**src/rtl/axil_pkg.sv**
```systemverilog
// Shared AXI4-Lite register bank definitions: response codes, FSM states,
// register count and the pattern returned for unmapped reads.
package axil_pkg;

  localparam logic [1:0] RESP_OKAY   = 2'b00;
  localparam logic [1:0] RESP_SLVERR = 2'b10;

  localparam int NUM_REGS = 4;

  localparam logic [31:0] SLVERR_RDATA = 32'hDEC0DE00;

  typedef enum logic [1:0] {
    W_IDLE,
    W_HAVE_AW,
    W_HAVE_W,
    W_RESP
  } w_state_e;

  typedef enum logic {
    R_IDLE,
    R_DATA
  } r_state_e;

endpackage

```
**src/rtl/axil_addr_decode.sv**
```systemverilog
// Combinational register-bank address decode: index from addr[15:14],
// mapped only when the low 14 bits are zero.
module axil_addr_decode #(
  parameter int ADDR_WIDTH = 32
) (
  input  logic [ADDR_WIDTH-1:0] addr,
  output logic [1:0]            idx,
  output logic                  mapped
);

  // Bits above the 64 KiB window do not take part in decoding.
  logic unused_upper;
  assign unused_upper = ^addr[ADDR_WIDTH-1:16];

  assign idx    = addr[15:14];
  assign mapped = (addr[13:0] == 14'd0);

endmodule

```
**src/rtl/axil_reg_bank_slave.sv**
```systemverilog
// AXI4-Lite slave exposing four 32-bit registers with independent read and write FSMs.
// Optional macro AXIL_REG_BANK_SLVERR_EN makes unmapped accesses answer SLVERR.
module axil_reg_bank_slave
  import axil_pkg::*;
#(
  parameter int ADDR_WIDTH = 32,
  parameter int DATA_WIDTH = 32
) (
  input  logic                           clock,
  input  logic                           reset,
  input  logic [ADDR_WIDTH-1:0]          s_axi_awaddr,
  input  logic                           s_axi_awvalid,
  output logic                           s_axi_awready,
  input  logic [DATA_WIDTH-1:0]          s_axi_wdata,
  input  logic [DATA_WIDTH/8-1:0]        s_axi_wstrb,
  input  logic                           s_axi_wvalid,
  output logic                           s_axi_wready,
  output logic [1:0]                     s_axi_bresp,
  output logic                           s_axi_bvalid,
  input  logic                           s_axi_bready,
  input  logic [ADDR_WIDTH-1:0]          s_axi_araddr,
  input  logic                           s_axi_arvalid,
  output logic                           s_axi_arready,
  output logic [DATA_WIDTH-1:0]          s_axi_rdata,
  output logic [1:0]                     s_axi_rresp,
  output logic                           s_axi_rvalid,
  input  logic                           s_axi_rready,
  output logic [NUM_REGS*DATA_WIDTH-1:0] regs_o,
  output logic [NUM_REGS-1:0]            wr_pulse_o
);

`ifdef AXIL_REG_BANK_SLVERR_EN
  localparam logic [1:0]            UNMAPPED_RESP  = RESP_SLVERR;
  localparam logic [DATA_WIDTH-1:0] UNMAPPED_RDATA = SLVERR_RDATA;
`else
  localparam logic [1:0]            UNMAPPED_RESP  = RESP_OKAY;
  localparam logic [DATA_WIDTH-1:0] UNMAPPED_RDATA = '0;
`endif

  w_state_e                w_state_q, w_state_d;
  logic [ADDR_WIDTH-1:0]   awaddr_q, awaddr_d;
  logic [DATA_WIDTH-1:0]   wdata_q, wdata_d;
  logic [DATA_WIDTH/8-1:0] wstrb_q, wstrb_d;
  logic [1:0]              bresp_q, bresp_d;
  logic [NUM_REGS-1:0]     wr_pulse_q, wr_pulse_d;
  logic [DATA_WIDTH-1:0]   regs_q [NUM_REGS];
  logic [DATA_WIDTH-1:0]   regs_d [NUM_REGS];

  r_state_e                r_state_q, r_state_d;
  logic [DATA_WIDTH-1:0]   rdata_q, rdata_d;
  logic [1:0]              rresp_q, rresp_d;

  logic                    awready_int, wready_int, aw_hs, w_hs, commit;
  logic [ADDR_WIDTH-1:0]   commit_addr;
  logic [DATA_WIDTH-1:0]   commit_data;
  logic [DATA_WIDTH/8-1:0] commit_strb;
  logic [1:0]              wr_idx, rd_idx;
  logic                    wr_mapped, rd_mapped;

  assign awready_int = (w_state_q == W_IDLE) || (w_state_q == W_HAVE_W);
  assign wready_int  = (w_state_q == W_IDLE) || (w_state_q == W_HAVE_AW);
  assign aw_hs       = s_axi_awvalid && awready_int;
  assign w_hs        = s_axi_wvalid && wready_int;

  // The commit uses whichever half was latched earlier plus the half arriving now.
  assign commit_addr = (w_state_q == W_HAVE_AW) ? awaddr_q : s_axi_awaddr;
  assign commit_data = (w_state_q == W_HAVE_W) ? wdata_q : s_axi_wdata;
  assign commit_strb = (w_state_q == W_HAVE_W) ? wstrb_q : s_axi_wstrb;

  axil_addr_decode #(.ADDR_WIDTH(ADDR_WIDTH)) u_wr_decode (
    .addr   (commit_addr),
    .idx    (wr_idx),
    .mapped (wr_mapped)
  );

  axil_addr_decode #(.ADDR_WIDTH(ADDR_WIDTH)) u_rd_decode (
    .addr   (s_axi_araddr),
    .idx    (rd_idx),
    .mapped (rd_mapped)
  );

  always_comb begin
    w_state_d  = w_state_q;
    awaddr_d   = awaddr_q;
    wdata_d    = wdata_q;
    wstrb_d    = wstrb_q;
    bresp_d    = bresp_q;
    wr_pulse_d = '0;
    regs_d     = regs_q;
    commit     = 1'b0;

    case (w_state_q)
      W_IDLE: begin
        if (aw_hs && w_hs) begin
          commit = 1'b1;
        end else if (aw_hs) begin
          awaddr_d  = s_axi_awaddr;
          w_state_d = W_HAVE_AW;
        end else if (w_hs) begin
          wdata_d   = s_axi_wdata;
          wstrb_d   = s_axi_wstrb;
          w_state_d = W_HAVE_W;
        end
      end
      W_HAVE_AW: if (w_hs) commit = 1'b1;
      W_HAVE_W:  if (aw_hs) commit = 1'b1;
      W_RESP:    if (s_axi_bready) w_state_d = W_IDLE;
      default:   w_state_d = W_IDLE;
    endcase

    if (commit) begin
      w_state_d = W_RESP;
      if (wr_mapped) begin
        for (int b = 0; b < DATA_WIDTH/8; b++) begin
          if (commit_strb[b]) regs_d[wr_idx][8*b +: 8] = commit_data[8*b +: 8];
        end
        wr_pulse_d[wr_idx] = 1'b1;
        bresp_d            = RESP_OKAY;
      end else begin
        bresp_d = UNMAPPED_RESP;
      end
    end
  end

  // Reads sample regs_q before the edge, so a same-edge write is not visible yet.
  always_comb begin
    r_state_d = r_state_q;
    rdata_d   = rdata_q;
    rresp_d   = rresp_q;

    case (r_state_q)
      R_IDLE: begin
        if (s_axi_arvalid) begin
          rdata_d   = rd_mapped ? regs_q[rd_idx] : UNMAPPED_RDATA;
          rresp_d   = rd_mapped ? RESP_OKAY : UNMAPPED_RESP;
          r_state_d = R_DATA;
        end
      end
      R_DATA:  if (s_axi_rready) r_state_d = R_IDLE;
      default: r_state_d = R_IDLE;
    endcase
  end

  always_ff @(posedge clock) begin
    if (reset) begin
      w_state_q  <= W_IDLE;
      awaddr_q   <= '0;
      wdata_q    <= '0;
      wstrb_q    <= '0;
      bresp_q    <= RESP_OKAY;
      wr_pulse_q <= '0;
      r_state_q  <= R_IDLE;
      rdata_q    <= '0;
      rresp_q    <= RESP_OKAY;
      for (int i = 0; i < NUM_REGS; i++) regs_q[i] <= '0;
    end else begin
      w_state_q  <= w_state_d;
      awaddr_q   <= awaddr_d;
      wdata_q    <= wdata_d;
      wstrb_q    <= wstrb_d;
      bresp_q    <= bresp_d;
      wr_pulse_q <= wr_pulse_d;
      r_state_q  <= r_state_d;
      rdata_q    <= rdata_d;
      rresp_q    <= rresp_d;
      for (int i = 0; i < NUM_REGS; i++) regs_q[i] <= regs_d[i];
    end
  end

  // Outputs are forced quiet for the whole reset window, including its first cycle.
  assign s_axi_awready = !reset && awready_int;
  assign s_axi_wready  = !reset && wready_int;
  assign s_axi_bvalid  = !reset && (w_state_q == W_RESP);
  assign s_axi_bresp   = reset ? RESP_OKAY : bresp_q;
  assign s_axi_arready = !reset && (r_state_q == R_IDLE);
  assign s_axi_rvalid  = !reset && (r_state_q == R_DATA);
  assign s_axi_rdata   = reset ? '0 : rdata_q;
  assign s_axi_rresp   = reset ? RESP_OKAY : rresp_q;
  assign wr_pulse_o    = reset ? '0 : wr_pulse_q;

  always_comb begin
    regs_o = '0;
    for (int i = 0; i < NUM_REGS; i++) begin
      regs_o[i*DATA_WIDTH +: DATA_WIDTH] = reset ? '0 : regs_q[i];
    end
  end

endmodule
```
**config.mk**
```make
export PLATFORM = sky130hd
export DESIGN_NAME = axil_reg_bank_slave
export DESIGN_NICKNAME = d
export VERILOG_FILES = /design/src/rtl/axil_pkg.sv /design/src/rtl/axil_addr_decode.sv /design/src/rtl/axil_reg_bank_slave.sv
export SDC_FILE = /design/constraint.sdc
export NUM_CORES = 1
export LEC_CHECK = 0
export CAP_MARGIN = 30
export CORE_AREA = 3 3 175 177
export DETAILED_ROUTE_END_ITERATION = 12
export DIE_AREA = 0 0 178 180
export PLACE_DENSITY = 0.64
export SKIP_CTS_REPAIR_TIMING = 1
export SYNTH_ARGS = -nofsm -noshare
export SYNTH_HDL_FRONTEND = slang
export SYNTH_SLANG_ARGS = --single-unit
```
**constraint.sdc**
```tcl
create_clock -name clock -period 2.4 [get_ports clock]
set_input_delay 0.48 -clock clock [delete_from_list [all_inputs] [get_ports clock]]
set_output_delay 0.48 -clock clock [all_outputs]
set_load 0.01 [all_outputs]
```
==> impl_summary.md <==
STA
The count of final setup violators is 0. The headroom to the max-slew limit is 57.9%. The slew at the pin closest to its max-slew limit is 630 ps.

For the finished layout, the period the worst path requires is 2270 ps. The final count of pins violating max slew came to 0. On the final layout, the worst hold slack is 453 ps. The part of the cycle the worst path needs is 94.5%.

Clock skew on the completed layout was measured at 17.4 ps. The count of final hold-check violations came to 0. Setup repair after global routing left no endpoint under its margin. The highest clock frequency the design can meet is 441 MHz.

GRT
The number of global-route vias before repair came to 8671. Entering global routing, the biggest net connects 49 pins. The number of antenna violations at the first check in global routing was 1.

The global-route congestion overflow total is 0. Global routing used 18.7% of the available tracks. The wire length of the first global-routing pass is 48.1 mm.

Layout
Cells with a size suffix above 1 make up 16.3% of the layout. The layout has 2742 filler cells. Measured on the finished design, the core utilization comes to 48.5%. Compared with the post-synthesis result, the final layout area differs by 39.6%.

The net count of the finished layout is 1482.

Synthesis
Yosys attributes the largest share of cell area to sky130_fd_sc_hd__dfxtp_1, sky130_fd_sc_hd__nand2_1, sky130_fd_sc_hd__mux2_2. In this run the biggest area consumer among cell types represents 42.9% of the synthesized area. After technology mapping, the gate count stands at 1117.

The Yosys step of the flow raised 0 warnings. The synthesized netlist devotes 22.4% of its cell area to simple gates. The share of synthesized cell area in full adder, half adder and majority cells is 0%. The fraction of synthesized cell area in xor and xnor cells is 0%. After synthesis, the share of flip-flops with an asynchronous set or reset is 0%. After synthesis, the largest family of logic cells by area is simple AND/OR/NAND/NOR gates.

Multiplexer cells account for 20.5% of the synthesized area. The commonest cells after synthesis are sky130_fd_sc_hd__dfxtp_1, sky130_fd_sc_hd__nand2_1, sky130_fd_sc_hd__nor2b_1. The number of distinct library cells after synthesis is 45.

The count of flip-flops with a built-in enable after synthesis is 0. The cell with the most instances after synthesis is sky130_fd_sc_hd__dfxtp_1. The synthesized design contains 219 register bits. Averaged over all synthesized cells, the footprint is 9.14 µm².

The biggest area consumer among synthesized cells is sky130_fd_sc_hd__dfxtp_1. Sequential elements use 42.9% of the synthesized area. The synthesized netlist devotes 7.39% of its cell area to compound gates. The mapped netlist covers 10200 µm².

The most common flop cell mapped by yosys is sky130_fd_sc_hd__dfxtp_1.

Die
The number of top-level pins is 280. The core region is 29400 µm². The starting density of the core is 34.7%. The floorplan die height is 180 µm.

The die area is 32000 µm². The horizontal extent of the die is 178 µm. The floorplan has 63 rows.

Flow run
The tool flagged a number of max-cap violations equal to 0.

Place
The placer's final routability congestion estimate is 0.774. Port buffering added 243 buffers. The half-perimeter wire length after detailed placement is 22.0 mm.

Clock tree
The count of clock tree sinks is 219. The clock latency of the later-clocked register in the worst-skew pair is 520 ps. The clock tree from TritonCTS is built.

The clock input transition at the sequential cells of the worst setup and hold paths is 60 ps. The tree is rooted in a sky130_fd_sc_hd__clkbuf_16. The maximum clock path buffer count is 3. In this run the number of H-tree levels came out at 1. Clock tree synthesis inserted a total of 25 buffers.

Critical path
The critical path data required time is 1920 ps. The top fanout value on the critical path is 12. The critical path startpoint category is a flip-flop. The origin of the worst setup path is w_state_q[0]$_SDFFE_PP0P_. The end of the worst register-to-register path is regs_q[21]$_SDFFE_PP0P_. The type of the setup path with the least slack is reg2out.

At the worst endpoint, the arrival time is 1790 ps. Following the worst setup path forward leads to its endpoint at s_axi_bvalid. The setup slack of the worst register-to-register path is 260 ps. In this run the critical register-to-register path is launched from w_state_q[1]$_SDFFE_PP0P_.

The worst register-to-register path has a depth of 6. The capturing element type of the critical path is an output pin.

Run status
The run finished with clean final reports.

Pwr
VDD sags by at most 0.426 mV. The leakage power is 5.93 nW. The total power density per cell area is 571 nW/µm².

Routing
The via count is 8529. The detailed-route wire length is 30.4 mm. The number of DRC violations after detailed routing is 0. The count of nets left with antenna violations once routing finished came out at 0.

The count of TritonRoute iterations in the first routing pass is 4. The DRC violation total after the first TritonRoute iteration is 463. In the final routed layout, each cell accounts on average for 17.1 µm. In the routed layout, each cell is associated on average with a via count of 4.78.

Min path
The class of the tightest hold or removal check is reg2reg.
worst min-delay path by stage:
stage                                   startpoint                       end  slack [ps]  cells after the start
after floorplan            wstrb_q[0]$_SDFFE_PP0P_   wstrb_q[0]$_SDFFE_PP0P_         440                      2
after global placement     wdata_q[5]$_SDFFE_PP0P_   wdata_q[5]$_SDFFE_PP0P_         440                      2
after detailed placement   wdata_q[7]$_SDFFE_PP0P_   wdata_q[7]$_SDFFE_PP0P_         450                      2
after CTS                                    reset   rdata_q[2]$_SDFFE_PP0P_         430                      4
after global routing                         reset   rdata_q[2]$_SDFFE_PP0P_         470                      4
final                     wdata_q[25]$_SDFFE_PP0P_  wdata_q[25]$_SDFFE_PP0P_         450                      2
worst max-delay path, cell delays in order, from the launching register on:
cell and delay [ps]:
sky130_fd_sc_hd__dfxtp_4 410, sky130_fd_sc_hd__buf_4 170, sky130_fd_sc_hd__nand2_1 50, sky130_fd_sc_hd__nor2_1 90
sky130_fd_sc_hd__clkdlybuf4s50_1 540
sequential cells by signal (all words and copies together) (netlist names):
signal and flops:
r_state_q 1, regs_q 128, rdata_q 32, wstrb_q 4
wr_pulse_q 4, w_state_q 2, awaddr_q 16, wdata_q 32
cells in the final DEF (no fill, tap or decap), types with 4 or more instances in the layout:
cell,Yosys,routed
sky130_fd_sc_hd__a21oi_1,71,71
sky130_fd_sc_hd__conb_1,1,4
sky130_fd_sc_hd__clkinv_2,0,4
sky130_fd_sc_hd__nor4_1,7,7
sky130_fd_sc_hd__nor4b_2,5,5
sky130_fd_sc_hd__nor2_1,12,12
sky130_fd_sc_hd__buf_12,0,16
sky130_fd_sc_hd__clkdlybuf4s50_1,0,240
sky130_fd_sc_hd__mux2_2,64,64
sky130_fd_sc_hd__inv_1,98,98
sky130_fd_sc_hd__a21o_1,16,16
sky130_fd_sc_hd__clkbuf_1,46,6
sky130_fd_sc_hd__buf_4,5,39
sky130_fd_sc_hd__dfxtp_1,219,218
sky130_fd_sc_hd__nand2b_1,68,66
sky130_fd_sc_hd__clkbuf_16,0,25
sky130_fd_sc_hd__clkbuf_8,0,4
sky130_fd_sc_hd__nor2b_1,103,102
sky130_fd_sc_hd__mux4_2,32,32
sky130_fd_sc_hd__a31oi_1,4,4
sky130_fd_sc_hd__nand2_1,208,207
sky130_fd_sc_hd__nand2_2,6,7
sky130_fd_sc_hd__nand3_2,7,7
sky130_fd_sc_hd__nor3_1,5,5
sky130_fd_sc_hd__o21ai_0,32,32
sky130_fd_sc_hd__mux2i_1,64,64
power by group:
part / internal [mW] / total (mW) / switching [mW]
Combinational: 0.312 / 0.688 / 0.376
Sequential: 3.67 / 3.70 / 0.0267
Clock: 2.25 / 3.75 / 1.50
logic make-up after synthesis:
family,Yosys count
flops,219
mux,161
other cells,1
buf+inv,168
simple gates,437
compound gates,131
routing by layer:
metal	part of all wire [%]	track usage [%]	vias up
met5	0	0	-
met1	45	24.6	4063
met4	1.9	4.12	0
met3	5.9	3.30	40
met2	48	31.8	230
li1	-	-	4196
metrics by stage:
stage	power (mW)	setup slack, ps	cells	setup TNS, ps	instance area, µm²
after floorplan	4.13	287	1120	0	10200
after global placement	4.46	-154	1738	-14030	13400
after detailed placement	4.47	-204	1738	-17630	13400
after CTS	8.25	-86.4	1782	-86.4	14200
after global routing	8.46	14.2	1783	0	14300
final	8.14	131	1783	0	14300
layout make-up:
class	instances	area [µm²]	share of cell area (%)
Tap cell	390	488	3.42
Clock inverter	9	105	0.737
Timing Repair Buffer	298	3040	21.3
Inverter	98	368	2.58
Multi-Input combinational cell	733	5160	36.2
Sequential cell	219	4390	30.8
Antenna cell	1	2.50	0.0176
Clock buffer	35	703	4.93
Power figures use the tool's default switching activity.
